==> src/rtl/fetch_unit.sv <==
// Instruction fetch unit: IDLE/REQ/WAIT request FSM, one outstanding request,
// 2-entry in-order response buffer toward decode, redirect with response discard.
// Optional feature: define FETCH_ALIGN_CHECK_EN to flag misaligned redirect targets
// (sticky addr_err_o, requests stop). Without it redirect_pc_i[1:0] is forced to 0.
module fetch_unit #(
  parameter logic [31:0] RESET_PC = 32'hBFC0_0000
) (
  input  logic        clk_i,
  input  logic        rst_n_i,
  output logic        imem_req_o,
  output logic [31:0] imem_addr_o,
  input  logic        imem_gnt_i,
  input  logic        imem_rvalid_i,
  input  logic [31:0] imem_rdata_i,
  input  logic        stall_i,
  input  logic        redirect_i,
  input  logic [31:0] redirect_pc_i,
  output logic [31:0] instr_fetch_o,
  output logic [31:0] pc_fetch_o,
  output logic        valid_fetch_o,
  output logic        addr_err_o
);

  typedef enum logic [1:0] {StIdle, StReq, StWait} state_e;

  state_e      state_q;
  logic [31:0] fetch_pc_q;
  logic [31:0] req_pc_q;       // address of the outstanding request
  logic        discard_q;      // drop the next response (stale after redirect)
  logic        err_q;
  logic [31:0] buf_pc_q    [2];
  logic [31:0] buf_instr_q [2];
  logic        rd_ptr_q;
  logic        wr_ptr_q;
  logic [1:0]  count_q;

  logic [31:0] redirect_tgt;
  logic        redirect_bad;
  logic        req;
  logic        xfer;
  logic        resp;
  logic        push;
  logic        pop;

  // Condition the redirect target according to the alignment option
  always_comb begin
`ifdef FETCH_ALIGN_CHECK_EN
    redirect_tgt = redirect_pc_i;
    redirect_bad = redirect_i & (redirect_pc_i[1:0] != 2'b00);
`else
    redirect_tgt = redirect_pc_i & 32'hFFFF_FFFC;
    redirect_bad = 1'b0;
`endif
  end

  // Request gating and buffer push/pop decisions
  always_comb begin
    // Outstanding count is zero whenever we are in StReq, so only occupancy matters here
    req  = (state_q == StReq) && (count_q != 2'd2) && !err_q;
    xfer = req & imem_gnt_i;
    resp = (state_q == StWait) & imem_rvalid_i;
    push = resp & !discard_q & !redirect_i;
    pop  = (count_q != 2'd0) & !stall_i & !redirect_i;
  end

  assign imem_req_o    = req;
  assign imem_addr_o   = fetch_pc_q;
  assign valid_fetch_o = (count_q != 2'd0);
  assign instr_fetch_o = buf_instr_q[rd_ptr_q];
  assign pc_fetch_o    = buf_pc_q[rd_ptr_q];
`ifdef FETCH_ALIGN_CHECK_EN
  assign addr_err_o    = err_q;
`else
  assign addr_err_o    = 1'b0;
`endif

  // FSM, fetch PC, discard flag and response buffer state
  always_ff @(posedge clk_i or negedge rst_n_i) begin
    if (!rst_n_i) begin
      state_q    <= StIdle;
      fetch_pc_q <= RESET_PC;
      req_pc_q   <= RESET_PC;
      discard_q  <= 1'b0;
      err_q      <= 1'b0;
      rd_ptr_q   <= 1'b0;
      wr_ptr_q   <= 1'b0;
      count_q    <= 2'd0;
      for (int i = 0; i < 2; i++) begin
        buf_pc_q[i]    <= 32'd0;
        buf_instr_q[i] <= 32'd0;
      end
    end else begin
      case (state_q)
        StIdle: state_q <= StReq;
        StReq: begin
          if (xfer) begin
            state_q    <= StWait;
            req_pc_q   <= fetch_pc_q;
            fetch_pc_q <= fetch_pc_q + 32'd4;
          end
        end
        StWait: begin
          if (imem_rvalid_i) state_q <= StReq;
        end
        default: state_q <= StIdle;
      endcase

      // A response arriving together with the redirect is dropped right away,
      // so the flag is only needed when the response is still to come.
      if (redirect_i && (((state_q == StWait) && !imem_rvalid_i) || xfer)) begin
        discard_q <= 1'b1;
      end else if (resp) begin
        discard_q <= 1'b0;
      end

      if (redirect_i) begin
        fetch_pc_q <= redirect_tgt;   // overrides the +4 of a coinciding grant
        count_q    <= 2'd0;
        rd_ptr_q   <= 1'b0;
        wr_ptr_q   <= 1'b0;
        if (redirect_bad) err_q <= 1'b1;
      end else begin
        if (push) begin
          buf_pc_q[wr_ptr_q]    <= req_pc_q;
          buf_instr_q[wr_ptr_q] <= imem_rdata_i;
          wr_ptr_q              <= ~wr_ptr_q;
        end
        if (pop) rd_ptr_q <= ~rd_ptr_q;
        count_q <= count_q + {1'b0, push} - {1'b0, pop};
      end
    end
  end

endmodule

==> config.mk <==
export PLATFORM = sky130hd
export DESIGN_NAME = fetch_unit
export DESIGN_NICKNAME = d
export VERILOG_FILES = /design/src/rtl/fetch_unit.sv
export SDC_FILE = /design/constraint.sdc
export NUM_CORES = 1
export LEC_CHECK = 0
export CORE_UTILIZATION = 30
export CTS_CLUSTER_DIAMETER = 120
export DETAILED_ROUTE_END_ITERATION = 10
export GPL_ROUTABILITY_DRIVEN = 0
export PLACE_DENSITY_LB_ADDON = 0.15
export SLEW_MARGIN = 20
export SYNTH_ARGS = -nofsm -noshare
export SYNTH_HDL_FRONTEND = slang
export SYNTH_SLANG_ARGS = --single-unit
==> constraint.sdc <==
create_clock -name clk_i -period 1.74 [get_ports clk_i]
set_input_delay 0.174 -clock clk_i [delete_from_list [all_inputs] [get_ports clk_i]]
set_output_delay 0.174 -clock clk_i [all_outputs]
set_load 0.005 [all_outputs]
Yosys cells after proc, flatten, opt, wreduce, memory -nomap -nowiden
Index checks and enable logic that the tools add are counted.
- bits in registers: 199
- word-level logic and storage cells: 76
- order comparisons: 3
- add/sub/neg operators: 3
- mux-type cells: 23
- bitwise gates (word level): 11
- reductions and logical operators: 20
- equality and inequality tests: 5
- operator list (cell ; count):
    32-bit two-way mux ; 10
    64-bit bitwise mux ; 2
    32-bit by 3-bit adder with 32-bit output (second input constant) ; 1
    32-bit demux with 1-bit select ; 1
    2-bit nonzero test ; 6
    2-bit AND reduction ; 4
    1-bit AND ; 6
    1-bit two-way mux ; 6
    2-bit two-way mux ; 3
    2-bit != test (second input constant) ; 3
    2-bit case mux with 3 select lines ; 1
    2-bit greater-or-equal comparator (second input constant) ; 2
    1-bit logical AND ; 4
    1-bit logical NOT ; 4
    1-bit inverter with 2-bit output ; 2
    1-bit inverter ; 3
    2-bit by 1-bit adder with 2-bit output ; 1
    2-bit by 1-bit == test with 1-bit output (second input constant) ; 1
    2-bit == test (second input constant) ; 1
    2-bit logical NOT ; 1
    2-bit by 1-bit less-than comparator with 1-bit output (second input constant) ; 1
    2-bit by 1-bit subtractor with 2-bit output ; 1
    1-bit logical OR ; 1

Depth between registers and ports, before layout
- depth in word-level cells: 7
- mapped depth: 8
- mapped depth without buffers: 8

Worst setup path before layout
Ideal clock, no wire load.
- kind: register to register
- start: reg fetch_pc_q[2], in the netlist imem_addr_o[2]
- end: reg fetch_pc_q[26], in the netlist imem_addr_o[26]
- stages on the path, launching flop included: 7
- required time: 1658 ps
- arrival time: 1820 ps
- setup slack: -162 ps
- cells stage by stage: dfrtp_1 ha_1 nand4_2 or4_4 nor4_4 xor2_1 mux2_2
- word-level cells in the longest chain between the ends: 4
- RTL lines (what ; RTL line ; source):
    start: declaration ; 27 ; logic [31:0] fetch_pc_q;
    start signal: assignment ; 99 ; fetch_pc_q <= fetch_pc_q + 32'd4;
    start signal: assignment ; 117 ; fetch_pc_q <= redirect_tgt;
    32-bit by 3-bit adder with 32-bit output ; 99 ;
    32-bit two-way mux ; 96 ; if (xfer) begin
    32-bit two-way mux ; 93 ; case (state_q)
    32-bit two-way mux ; 116 ; if (redirect_i) begin
Every way passes these cells. The select of a mux whose other input is x is not followed.
A chain may end at the register's enable or synchronous reset.

Final worst setup path
- start: reg state_q[0]
- end: reg buf_pc_q[34] (netlist name)
- word-level cells in the longest chain between the ends: 5
- RTL lines (what ; RTL line ; source):
    start: declaration ; 26 ; state_e state_q;
    start signal: assignment ; 80 ; state_q <= StIdle;
    start signal: assignment ; 94 ; StIdle: state_q <= StReq;
    start signal: assignment ; 97 ; state_q <= StWait;
    2-bit == test ; 61 ; resp = (state_q == StWait) & imem_rvalid_i;
    1-bit AND ; 61 ;
    1-bit AND (2 in a row) ; 62 ; push = resp & !discard_q & !redirect_i;
    2-bit AND reduction (no source line) ; -- ;
    end signal: indexed assignment ; 124 ; buf_pc_q[wr_ptr_q] <= req_pc_q;
    end: declaration ; 31 ; logic [31:0] buf_pc_q [2];
Every way passes these cells.

==> impl_metrics.yaml <==
global_route:
  grt_pass1_wl_microns: 37600
  grt_pass1_vias: 6503
  grt.total_usage_pct: 17.1
  grt_overflow: 0
  grt_max_degree: 63
  antenna_found_initial: 0
cts:
  h-tree-depth: 4
  clock_latency_ns: 0.43
  root_buffer: "clkbuf_16"
  clkTransAtPathRegs_ns: 0.07
  clock-sinks: 191
  cts_tree: "done"
  cts_buffers: 17
  clock_path_buffers: 2
sta:
  slew_headroom_pct: 57.9
  post-route-period-util_pct: 116
  drv_slew: 0
  setup_slack_ns: -0.273
  hold_violations: 0
  final-setup-viol-count: 195
  worstMarginPinSlew_ns: 0.631
  skew_ns: 0.00921
  max_freq_mhz: 497
  min_period_ns: 2.01
  rsz0062_at_grt: "true"
  hold-worst-slack_ns: 0.234
synthesis:
  synth_top_family_by_area: "multiplexers"
  ys_seq_area_share_pct: 56.0
  syn_inst: 628
  synth_warnings: 0
  synth_compound_area_share_pct: 1.95
  yosys.area_share.simple_pct: 7.38
  syn_avg_cell_area_sq_um: 13.7
  synth_xor_area_share_pct: 2.96
  synthTopCellsByArea: "dfrtp_1 50%, mux2_2 28%, dfstp_2 5.5%, nand2_1 1.7%, xnor2_1 1.5%"
  synthAdderAreaFrac_pct: 0.437
  synthMuxAreaShare_pct: 29.1
  ys_types: 38
  yosysTopAreaCell: "dfrtp_1"
  yosysTopAreaCellShare_pct: 50.4
  ys_seq_elements: 191
  netlist_area_sq_um: 8580
placement:
  io_buffers: 161
  place_ws_ns: -0.356
  dp_hpwl_microns: 15400
worst_setup_path:
  critical_path_required_ns: 2.06
  cp-end-kind: "register"
  critical_path.max_fanout: 5
  cp.arrival_ns: 2.33
  critPathKind: "register to register"
  worstSetupStartpointType: "register"
flow_run:
  drv_cap: 0
die:
  start_util_pct: 30.7
  fp.dieH_microns: 171
  pin_count: 169
  num_rows: 61
  die_x_microns: 171
  die_area_sq_um: 29300
  core_sq_um: 27900
power:
  peakVddDrop_mv: 0.535
  power_density_nw_per_um2: 1110
  p_leak_nw: 6.03
detailed_routing:
  routedWlPerCell_microns: 18.8
  ant_nets: 0
  via_count: 5992
  viasPerCell: 4.66
  first_pass_iters: 4
  drt-total-wl_microns: 24100
  drt_iter0_drc: 265
  drc: 0
finish:
  drive_above_1_share_pct: 53.7
  n_antenna_cell: 0
  nets: 968
  area_growth_pct: 51.1
hold_path:
  hold_path_class: "primary input to asynchronous set/reset pin"
status:
  status: "finished, violations left"
  failed_checks: "negative setup slack"
layout by cell type, fill, tap and decap left out, types with 18 or more instances in the layout:
| cell | instances |
|---|---|
| dfrtp_1 | 170 |
| mux2_2 | 141 |
| clkdlybuf4s50_1 | 87 |
| mux2_4 | 78 |
| buf_4 | 60 |
| buf_6 | 57 |
| nand2_1 | 38 |
| buf_2 | 27 |
| clkbuf_16 | 21 |
| buf_12 | 21 |
| dfstp_2 | 18 |
cell type report:
cell class                 instances  area, sq um
clock buffer                      19          433
clock inverter                    13          151
fill                            2561        15000
inverter                           6         22.5
multi-input combinational        400         4060
sequential                       191         4810
tap                              378          473
timing repair buffer             279         3020
cell usage after synthesis:
master and count:
nand4_1 9, inv_1 5, o21ai_2 1, buf_1 4, buf_4 5, a22o_1 1, nor3_1 7, ha_1 3
inv_2 1, dfrtp_1 173, buf_2 12, nor4_2 1, or4_1 1, clkbuf_1 14, mux2_2 214, nand3_1 14
nand4_2 3, and4_1 6, or3_1 2, conb_1 1, mux2_1 5, o21ai_1 10, nand2b_1 4, nor2_1 7
xnor2_1 15, nor4_1 3, and3_1 1, nor2_2 1, nand3b_1 1, dfstp_2 18, o21ai_0 17, mux2i_1 3
nor4_4 3, nand2_1 39, nor2b_1 6, xor2_1 14, or4_4 1, a21oi_1 3
final timing paths:
| check | slack [ns] | start | endpoint | depth (start not counted) |
|---|---|---|---|---|
| worst max register to register | -0.27 | state_q[0] | buf_pc_q[34] | 9 |
| worst min-delay path | 0.23 | rst_n_i | buf_instr_q[59] | 2 |
| worst min register to register | 0.50 | buf_pc_q[11] | buf_pc_q[11] | 1 |
| min in group clk_i | 0.29 | redirect_pc_i[27] | imem_addr_o[27] | 3 |
| max in group asynchronous | 0.79 | rst_n_i | imem_addr_o[6] | 3 |
| worst max-delay path | -0.27 | state_q[0] | buf_pc_q[34] | 9 |
timing repair:
action,in CTS,in global routing
hold buffers,1,0
hold endpoints to repair,36,0
pin swaps,10,12
setup endpoints to repair,153,243
resized for setup,387,55
buffers inserted,27,13
gates cloned,10,5
power breakdown:
part	internal, mW	leakage [nW]	switching [mW]
sequential	5.47	2.48	0.635
combinational	2.88	3.26	1.52
clock	2.05	0.283	1.89
critical path, stage by stage (launching register included):
cell       delay (ns)
dfrtp_1          0.40
buf_6            0.12
nand3b_1         0.18
nor3_2           0.21
inv_2            0.09
nor2_4           0.18
buf_12           0.13
buf_12           0.12
clkbuf_16        0.16
mux2_4           0.30
registers in the layout, indices dropped and copies added (netlist names):
register	flops
state_q	2
count_q	2
imem_addr_o	30
req_pc_q	30
buf_pc_q	60
buf_instr_q	64
wr_ptr_q	1
rd_ptr_q	1
discard_q	1
cells by family (layout without fill, tap and decap cells):
kind of cell             count (synthesis)  after routing
multiplexers                           222            222
flip-flops                             191            191
AND/OR/NAND/NOR                        109            109
buffers and inverters                   41            317
AO/OA/AOI/OAI                           32             32
XOR/XNOR                                29             29
adder cells (fa/ha/maj)                  3              3
other                                    1              5
layer usage:
layer  global-route usage [%]  wire (microns)  vias up
li1                         -               -     2762
met1                     23.0           11200     3074
met2                     27.8           11600      140
met3                     3.61            1140       16
met4                     4.15             233        0
met5                        0               0        -
per-stage QoR:
step                instances  utilization, %  total power [mW]  cell area [sq um]  setup TNS [ns]
finish                   1286            46.4              14.4              13000          -26.62
global route             1286            46.4              15.3              13000          -40.63
CTS                      1271            45.1              14.3              12600          -20.16
detailed placement       1204            40.2              9.99              11200          -35.23
global placement         1204            40.2              9.86              11200          -35.08
floorplan                 632               -              7.80               8650         -0.0316
No activity file was read; power rests on OpenSTA's default activity.
